--- config.mk ---
export PLATFORM = sky130hd
export DESIGN_NAME = video_sync_mixer
export DESIGN_NICKNAME = d
export VERILOG_FILES = /design/src/rtl/video_pkg.sv /design/src/rtl/sync_polarity_fix.sv /design/src/rtl/video_sync_mixer.sv
export SDC_FILE = /design/constraint.sdc
export NUM_CORES = 1
export LEC_CHECK = 0
export ABC_CLOCK_PERIOD_IN_PS = 2520
export CAP_MARGIN = 30
export CORE_ASPECT_RATIO = 0.8
export CORE_MARGIN = 10
export CORE_UTILIZATION = 35
export DETAILED_ROUTE_END_ITERATION = 12
export GPL_TIMING_DRIVEN = 0
export PLACE_DENSITY_LB_ADDON = 0.25
export SYNTH_ARGS = -nofsm -noshare
export SYNTH_HDL_FRONTEND = slang
export SYNTH_HIERARCHICAL = 1
export SYNTH_SLANG_ARGS = --single-unit
--- constraint.sdc ---
create_clock -name CLK_VIDEO -period 2.52 [get_ports CLK_VIDEO]
set_clock_uncertainty 0.2 [all_clocks]
set_input_delay 0.504 -clock CLK_VIDEO [delete_from_list [all_inputs] [get_ports CLK_VIDEO]]
set_output_delay 0.504 -clock CLK_VIDEO [all_outputs]
set_load 0.01 [all_outputs]
--- src/rtl/video_pkg.sv ---
// Shared definitions for the arcade video front end:
// packed-RGB formats and the per-channel colour expansion.
package video_pkg;

  localparam int DW_RGB222 = 6;
  localparam int DW_RGB332 = 8;
  localparam int DW_RGB333 = 9;
  localparam int DW_RGB444 = 12;
  localparam int DW_RGB666 = 18;
  localparam int DW_RGB888 = 24;

  function automatic bit fmt_known(int dw);
    return dw inside {DW_RGB222, DW_RGB332, DW_RGB333,
                      DW_RGB444, DW_RGB666, DW_RGB888};
  endfunction

  function automatic int fld_r(int dw);
    case (dw)
      DW_RGB222:            return 2;
      DW_RGB332, DW_RGB333: return 3;
      DW_RGB444:            return 4;
      DW_RGB666:            return 6;
      default:              return 8;
    endcase
  endfunction

  function automatic int fld_g(int dw);
    return fld_r(dw);
  endfunction

  function automatic int fld_b(int dw);
    case (dw)
      DW_RGB222, DW_RGB332: return 2;
      DW_RGB333:            return 3;
      DW_RGB444:            return 4;
      DW_RGB666:            return 6;
      default:              return 8;
    endcase
  endfunction

  // MSB-first replication of a w-bit field, then 4-bit depth for non-888
  function automatic logic [7:0] expand_color(int dw, int w,
                                              logic [7:0] f);
    logic [7:0] x;
    x = '0;
    for (int i = 0; i < 8; i++)
      x[7-i] = f[w-1-(i%w)];
    if (dw != DW_RGB888)
      x = {x[7:4], x[7:4]};
    return x;
  endfunction

endpackage

--- src/rtl/sync_polarity_fix.sv ---
// Learns sync polarity from the high/low phase lengths and
// presents the sync active-high (shorter phase high).
module sync_polarity_fix
  import video_pkg::*;
#(
  parameter int CNT_W = 16
) (
  input  logic CLK_VIDEO,
  input  logic reset,
  input  logic sync_in,
  output logic sync_out
);

  logic             s1_q;
  logic             s2_q;
  logic             pol_q;
  logic [CNT_W-1:0] cnt_q;
  logic [CNT_W-1:0] cnt_d;
  logic [CNT_W-1:0] pos_q;
  logic [CNT_W-1:0] neg_q;

  always_comb begin
    cnt_d = cnt_q;
    if (s1_q != s2_q)
      cnt_d = '0;
    else if (!(&cnt_q))
      cnt_d = cnt_q + CNT_W'(1);
  end

  always_ff @(posedge CLK_VIDEO or posedge reset) begin
    if (reset) begin
      s1_q  <= 1'b0;
      s2_q  <= 1'b0;
      cnt_q <= '0;
      pos_q <= '0;
      neg_q <= '0;
      pol_q <= 1'b0;
    end else begin
      s1_q  <= sync_in;
      s2_q  <= s1_q;
      cnt_q <= cnt_d;
      if (!s2_q && s1_q)
        neg_q <= cnt_q;
      if (s2_q && !s1_q)
        pos_q <= cnt_q;
      pol_q <= (pos_q > neg_q);
    end
  end

  assign sync_out = sync_in ^ pol_q;

endmodule

--- src/rtl/video_sync_mixer.sv ---
// Video front end: sync polarity fix, pixel strobe, colour
// expansion and registered VGA-style outputs.
module video_sync_mixer
  import video_pkg::*;
#(
  parameter int DW    = 8,
  parameter int CNT_W = 16
) (
  input  logic          CLK_VIDEO,
  input  logic          reset,
  input  logic          ce_pix,
  input  logic [DW-1:0] RGB_in,
  input  logic          HBlank,
  input  logic          VBlank,
  input  logic          HSync,
  input  logic          VSync,
  input  logic [2:0]    fx,
  output logic          CE_PIXEL,
  output logic [7:0]    VGA_R,
  output logic [7:0]    VGA_G,
  output logic [7:0]    VGA_B,
  output logic          VGA_HS,
  output logic          VGA_VS,
  output logic          VGA_DE,
  output logic [1:0]    VGA_SL
);

  logic hs_fix;
  logic vs_fix;

  sync_polarity_fix #(.CNT_W(CNT_W)) u_hs_fix (
    .CLK_VIDEO (CLK_VIDEO),
    .reset     (reset),
    .sync_in   (HSync),
    .sync_out  (hs_fix)
  );

  sync_polarity_fix #(.CNT_W(CNT_W)) u_vs_fix (
    .CLK_VIDEO (CLK_VIDEO),
    .reset     (reset),
    .sync_in   (VSync),
    .sync_out  (vs_fix)
  );

  logic          old_ce_q;
  logic          ce_q;
  logic          strobe_d;
  logic          hs_q;
  logic          vs_q;
  logic          hbl_q;
  logic          vbl_q;
  logic [DW-1:0] rgb_q;

  assign strobe_d = ~old_ce_q & ce_pix;

  always_ff @(posedge CLK_VIDEO or posedge reset) begin
    if (reset) begin
      old_ce_q <= 1'b0;
      ce_q     <= 1'b0;
      hs_q     <= 1'b0;
      vs_q     <= 1'b0;
      hbl_q    <= 1'b0;
      vbl_q    <= 1'b0;
      rgb_q    <= '0;
    end else begin
      old_ce_q <= ce_pix;
      ce_q     <= strobe_d;
      if (strobe_d) begin
        hs_q  <= hs_fix;
        rgb_q <= RGB_in;
        hbl_q <= HBlank;
        // frame-level state only moves at line edges
        if (!hs_q && hs_fix)
          vs_q <= vs_fix;
        if (hbl_q && !HBlank)
          vbl_q <= VBlank;
      end
    end
  end

  logic [7:0] col_r;
  logic [7:0] col_g;
  logic [7:0] col_b;

  localparam bit KNOWN = fmt_known(DW);

  if (KNOWN) begin : g_fmt
    localparam int RW = fld_r(DW);
    localparam int GW = fld_g(DW);
    localparam int BW = fld_b(DW);
    assign col_r = expand_color(DW, RW, 8'(rgb_q[DW-1 -: RW]));
    assign col_g = expand_color(DW, GW, 8'(rgb_q[BW +: GW]));
    assign col_b = expand_color(DW, BW, 8'(rgb_q[0 +: BW]));
  end else begin : g_raw
    logic [23:0] rgb24;
    if (DW >= 24) begin : g_trunc
      assign rgb24 = rgb_q[DW-1 -: 24];
    end else begin : g_pad
      assign rgb24 = {rgb_q, {(24-DW){1'b0}}};
    end
    assign col_r = rgb24[23:16];
    assign col_g = rgb24[15:8];
    assign col_b = rgb24[7:0];
  end

  logic       blank_d;
  logic [1:0] sl_d;
  logic       cep_q;
  logic [7:0] r_q;
  logic [7:0] g_q;
  logic [7:0] b_q;
  logic       vga_hs_q;
  logic       vga_vs_q;
  logic       de_q;
  logic [1:0] sl_q;

  always_comb begin
    blank_d = hbl_q | vbl_q;
    sl_d    = 2'd0;
    if (fx != 3'd0)
      sl_d = fx[1:0] - 2'd1;
  end

  always_ff @(posedge CLK_VIDEO or posedge reset) begin
    if (reset) begin
      cep_q    <= 1'b0;
      r_q      <= '0;
      g_q      <= '0;
      b_q      <= '0;
      vga_hs_q <= 1'b0;
      vga_vs_q <= 1'b0;
      de_q     <= 1'b0;
      sl_q     <= '0;
    end else begin
      cep_q <= ce_q;
      if (ce_q) begin
        r_q      <= blank_d ? 8'd0 : col_r;
        g_q      <= blank_d ? 8'd0 : col_g;
        b_q      <= blank_d ? 8'd0 : col_b;
        vga_hs_q <= hs_q;
        vga_vs_q <= vs_q;
        de_q     <= ~blank_d;
        sl_q     <= sl_d;
      end
    end
  end

  assign CE_PIXEL = cep_q;
  assign VGA_R    = r_q;
  assign VGA_G    = g_q;
  assign VGA_B    = b_q;
  assign VGA_HS   = vga_hs_q;
  assign VGA_VS   = vga_vs_q;
  assign VGA_DE   = de_q;
  assign VGA_SL   = sl_q;

endmodule

==> results of run 1 <==
==> through the flow <==
stage / hold slack, ns / cells / total power [W] / util / setup TNS, ns
after floorplan: 0.180 / 586 / 0.00286 / - / 0
after global placement: 0.192 / 858 / 0.00321 / 0.404 / -51.32
after detailed placement: 0.204 / 861 / 0.00324 / 0.407 / 0
after CTS: 0.226 / 893 / 0.00593 / 0.444 / 0
after global routing: 0.241 / 893 / 0.00614 / 0.445 / 0
final: 0.216 / 893 / 0.00586 / 0.445 / 0
==> flip-flops by register name, indices dropped and copies added (netlist names), 2 cells and up <==
| name | cells |
|---|---|
| rgb_q | 8 |
| u_hs_fix/cnt_q | 16 |
| u_vs_fix/neg_q | 16 |
| u_vs_fix/cnt_q | 16 |
| u_vs_fix/pos_q | 16 |
| VGA_SL | 2 |
| VGA_G | 3 |
| u_hs_fix/pos_q | 16 |
| VGA_R | 3 |
| VGA_B | 2 |
| u_hs_fix/neg_q | 16 |
==> how the worst min path moves through the flow <==
stage / startpoint / end / slack [ns] / cells after the start
global route: u_hs_fix/s1_q / u_hs_fix/s2_q / 0.24 / 0
finish: u_vs_fix/s1_q / u_vs_fix/s2_q / 0.22 / 0
CTS: reset / u_vs_fix/pos_q[0] / 0.23 / 2
floorplan: u_hs_fix/s1_q / u_hs_fix/s2_q / 0.18 / 0
global placement: u_vs_fix/s1_q / u_vs_fix/s2_q / 0.19 / 0
detailed placement: u_hs_fix/s1_q / u_hs_fix/s2_q / 0.20 / 0
==> synth_stat cells (all sizes together) (3+ instances only) <==
master / number
o22ai: 8
nor3: 4
or2: 3
and2: 4
nand3: 12
nor2b: 3
or3: 8
mux2: 46
o21bai: 3
o211ai: 4
mux2i: 8
o21ai: 48
and3: 6
nand4: 14
o41ai: 4
nand2b: 4
a21oi: 22
nor2: 15
or4: 4
buf: 26
xor2: 8
a31oi: 3
nor4: 4
nand2: 63
inv: 55
dfrtp: 130
clkbuf: 16
ha: 38
==> cell families (layout without fill, tap and decap cells) <==
| group | count (synthesis) | count (layout) |
|---|---|---|
| xor+xnor | 8 | 8 |
| buf+inv | 97 | 179 |
| compound gates | 108 | 108 |
| fa+ha+maj | 38 | 38 |
| simple gates | 151 | 151 |
| flops | 130 | 130 |
| mux | 54 | 54 |
==> final cells by class <==
class                      count  area (um^2)  area share
buffer                        42          239      0.0306
clock buffer                  21          470      0.0602
clock inverter                11          175      0.0224
timing repair buffer          50          538      0.0689
sequential                   130         3250       0.416
multi-input combinational    359         2650       0.339
tap                          225          282      0.0360
inverter                      55          206      0.0264
==> metal layers <==
layer	wire (um)	track usage
met5	0	0
met3	677	0.0382
met4	127	0.0364
met2	5790	0.165
met1	7220	0.171
==> worst max-delay path: stages, from the launching register on <==
cell and delay, ns:
dfrtp_1 0.49, ha_1 0.30, nand4_1 0.29, nor4_4 0.43, clkbuf_4 0.29, mux2i_1 0.20, nor2_1 0.05
==> power by group <==
part	switching (W)	internal [W]	leakage, nW
Sequential	0.000117	0.00225	1.74
Combinational	0.000366	0.000460	1.51
Clock	0.000918	0.00174	0.310
==> results_dict.tcl, run 1 <==
set metrics [dict create \
    status "complete, no violations" \
    ioPinCount 48 \
    first_global_vias 4528 \
    syn_inst 586 \
    synthXorXnorAreaFrac 0.0111 \
    gp_congestion 0.792 \
    hold_viol_final 0 \
    synth_mux_area_frac 0.0999 \
    cap_violations 0 \
    fin_ws_ns 0.140 \
    cts_resized 0 \
    dpl.hpwl_um 9940 \
    cts.sinks 130 \
    n_antenna_cell 0 \
    die_w_um 170 \
    syn_to_final_growth_pct 23.5 \
    setup_violations 0 \
    drtIter0Drc 359 \
    ant_nets 0 \
    netlist_top_cells_area "dfrtp_1, ha_1, mux2_2" \
    grt_pass1_wl_um 23100 \
    dieArea_mm2 0.0239 \
    syn_area_mm2 0.00633 \
    synthAdderAreaFrac 0.0751 \
    synth_area_per_cell_um2 10.8 \
    finalMaxSlewViolations 0 \
    setup.worst_path.end "u_vs_fix/cnt_q[1]" \
    clk_pin_slew_ns 0.06 \
    critPathLaunch "u_vs_fix/cnt_q[0]" \
    synth_top_family_by_area "simple AND/OR/NAND/NOR gates" \
    rows 43 \
    synth-compound-area-share 0.102 \
    cts_tree "built" \
    cp_max_fo 10 \
    reg2reg_depth 6 \
    cp.arrival_ns 2.47 \
    synth-edff-count 0 \
    r2r-start "u_vs_fix/cnt_q[0]" \
    avgViaCountPerCell 5.03 \
    regToRegEndpoint "u_vs_fix/cnt_q[1]" \
    synthesis.nets 642 \
    synth_cell_types 52 \
    drc 0 \
    layout-drive-gt1-share 0.175 \
    ys_seq_elements 130 \
    die_y_um 140 \
    nets 711 \
    overflow 0 \
    synth_warnings 6 \
    port-buffer-count 47 \
    ir_worst_vdd_mv 0.373 \
    hold_class "flop to flop" \
    initial_core_util 0.361 \
    grt_antenna_before_repair 0 \
    grt_max_degree 42 \
    fin_area_mm2 0.00781 \
    post-synth-top-area-cell "dfrtp_1" \
    worstPathRequired_ns 2.61 \
    synth_top_area_frac 0.514 \
    synthSimpleGateAreaFrac 0.128 \
    worst_pin_slew_ns 0.600 \
    h-tree-depth 4 \
    cp-start-kind "flop" \
    grt_usage 0.119 \
    wl_um 13800 \
    cts_setup_buffers 0 \
    rsz0062_at_grt "no" \
    hold_buffers 0 \
    dr_total_vias 4488 \
    wl_per_cell_um 15.5 \
    layout_common_cells "dfrtp_1, nand2_1, inv_1" \
    relSlewSlack 0.600 \
    cts_buffers 17 \
    core-area_mm2 0.0175 \
    worstSetupEndpointType "flop" \
    fin_crit_sh 0.945 \
    cts_root_buf "clkbuf_16" \
    synth-seq-area-share 0.514 \
    cts_buffer_depth 2 \
    final_common_cell "dfrtp_1" \
    power_density_mw_per_mm2 750 \
    period_minus_slack_ns 2.38 \
    worstSetupPathType "flop to flop" \
    r2r_slack_ns 0.14 \
    worstSkewPairLatency_ns 0.42 \
    fill_cells 1615 \
    place_ws_ns 0.0893 \
    async_flop_share 1.00 \
    synthFlopType "dfrtp_1" \
    leakage_nw 3.56 \
    firstDrtPassIters 4 \
    placed_area_mm2 0.00715 \
    fmax_mhz 420 \
]
(Power assumes the default switching activity.)
==> inputs of run 2 (changes only) <==
--- a/config.mk
+++ b/config.mk
@@ -5,9 +5,8 @@
 export SDC_FILE = /design/constraint.sdc
 export NUM_CORES = 1
 export LEC_CHECK = 0
-export ABC_CLOCK_PERIOD_IN_PS = 2520
+export ABC_CLOCK_PERIOD_IN_PS = 2700
 export CAP_MARGIN = 30
-export CORE_ASPECT_RATIO = 0.8
 export CORE_MARGIN = 10
 export CORE_UTILIZATION = 35
 export DETAILED_ROUTE_END_ITERATION = 12
==> constraint.sdc (replaced) <==
create_clock -name CLK_VIDEO -period 2.7 [get_ports CLK_VIDEO]
set_clock_uncertainty 0.2 [all_clocks]
set_input_delay 0.54 -clock CLK_VIDEO [delete_from_list [all_inputs] [get_ports CLK_VIDEO]]
set_output_delay 0.54 -clock CLK_VIDEO [all_outputs]
set_load 0.01 [all_outputs]
==> run 2 against run 1 <==
Wire length down 4.1%. Maximum frequency down 2.8%. Critical endpoint unchanged. Flip-flop and latch count unchanged. Highest routed layer unchanged. Sequential share of layout area up 0.49 points. Total power down 11%. Die area down 0.14%. Worst hold slack worse by 0.00057 ns.
==> results_dict.tcl, run 2 (synthesis results as in run 1) <==
set metrics [dict create \
    layout-drive-gt1-share 0.168 \
    h-tree-depth 4 \
    cts_tree "built" \
    hold_buffers 0 \
    die_w_um 154 \
    seqPwrFrac 0.426 \
    initial_core_util 0.353 \
    ir_worst_vdd_mv 0.489 \
    dieArea_mm2 0.0239 \
    cts_buffer_depth 2 \
    comb_power_share 0.147 \
    clock_power_share 0.427 \
    r2r_slack_ns 0.25 \
    switching_share 0.234 \
    cts_root_buf "clkbuf_16" \
    nets 711 \
    hold_slack_ns 0.216 \
    fill_cells 1719 \
    dp.cells 865 \
    n_antenna_cell 0 \
    relSlewSlack 0.610 \
    rsz0062_at_grt "no" \
    gp_congestion 0.850 \
    worstSetupEndpointType "flop" \
    overflow 0 \
    rows 49 \
    die_y_um 154 \
    grt_antenna_before_repair 0 \
    leakage_nw 3.50 \
    hold_class "flop to flop" \
    drtIter0Drc 261 \
    cts_buffers 17 \
    first_global_vias 4524 \
    cts.sinks 130 \
    syn_to_final_growth_pct 22.0 \
    wl_per_cell_um 14.8 \
    dpl.hpwl_um 9770 \
    worstSkewPairLatency_ns 0.41 \
    avgViaCountPerCell 4.97 \
    core-area_mm2 0.0179 \
    finalMaxSlewViolations 0 \
    drc 0 \
    ant_nets 0 \
    p_int_w 0.00397 \
    cts_resized 0 \
    port-buffer-count 47 \
    setup_violations 0 \
    fin_crit_sh 0.907 \
    worstSetupPathType "flop to flop" \
    worst_pin_slew_ns 0.585 \
    period_minus_slack_ns 2.45 \
    hold_viol_final 0 \
    firstDrtPassIters 5 \
    final_cell_count_no_fill 894 \
    layout_common_cells "dfrtp_1, nand2_1, inv_1" \
    grt_usage 0.116 \
    ioPinCount 48 \
    final_common_cell "dfrtp_1" \
    status "complete, no violations" \
    clk_pin_slew_ns 0.06 \
    cp.arrival_ns 2.53 \
    cp_max_fo 10 \
    grt_max_degree 33 \
    cap_violations 0 \
    cts_setup_buffers 0 \
    p_sw_w 0.00121 \
    fmax_mhz 408 \
    dr_total_vias 4445 \
    worstPathRequired_ns 2.78 \
    power_density_mw_per_mm2 672 \
    grt_pass1_wl_um 22900 \
    cp-start-kind "flop" \
    wl_um 13200 \
]
==> run 2: through the flow <==
stage	setup TNS (ns)	worst slack [ns]	total power [W]	utilization	instance area, um^2
detailed placement	0	0.244	0.00302	0.399	7150
global placement	-34.64	-0.351	0.00299	0.396	7080
finish	0	0.252	0.00519	0.431	7720
global route	0	0.0631	0.00544	0.431	7720
CTS	0	0.230	0.00526	0.431	7720
floorplan	0	0.727	0.00267	-	6330
==> run 2: layout make-up <==
type / instances / area, um^2 / share of cell area
inverters: 55 / 206 / 0.0267
multi-input cells: 359 / 2630 / 0.341
well taps: 229 / 287 / 0.0371
repair buffers: 50 / 538 / 0.0697
clock inverters: 5 / 77.6 / 0.0100
plain buffers: 42 / 236 / 0.0306
flip-flops and latches: 130 / 3250 / 0.421
clock buffers: 24 / 492 / 0.0637
==> run 2: critical path, stage by stage, from the launching register on <==
cell	delay, ns
dfrtp_1	0.49
ha_1	0.28
nand4_1	0.26
nor4_2	0.51
buf_2	0.32
mux2i_1	0.21
nor2_1	0.05
==> run 2: final timing paths <==
kind                                           end              start  cells past startpoint
worst max-delay path             u_vs_fix/cnt_q[1]  u_vs_fix/cnt_q[0]                      6
worst min-delay path                 u_vs_fix/s2_q      u_vs_fix/s1_q                      0
worst max register to register   u_vs_fix/cnt_q[1]  u_vs_fix/cnt_q[0]                      6
worst min register to register       u_vs_fix/s2_q      u_vs_fix/s1_q                      0
max in group asynchronous       u_vs_fix/neg_q[12]              reset                      3
min in group asynchronous                   VGA_VS              reset                      2
==> run 2: power groups by stage <==
stage | registers (W) | clock network [W] | logic [W]
after floorplan | 0.00224 | 0 | 0.000437
after global routing | 0.00223 | 0.00235 | 0.000854
after CTS | 0.00221 | 0.00227 | 0.000780
after detailed placement | 0.00224 | 0 | 0.000779
after global placement | 0.00224 | 0 | 0.000750
final | 0.00221 | 0.00221 | 0.000764
==> run 2: routing by layer <==
layer / vias to the layer above / share of wire / global-route usage / routed length [um]
met5: - / 0 / 0 / 0
met4: 0 / 0.011 / 0.0400 / 146
met2: 74 / 0.47 / 0.185 / 6260
met1: 2194 / 0.48 / 0.147 / 6340
met3: 12 / 0.038 / 0.0316 / 500
li1: 2165 / - / - / -
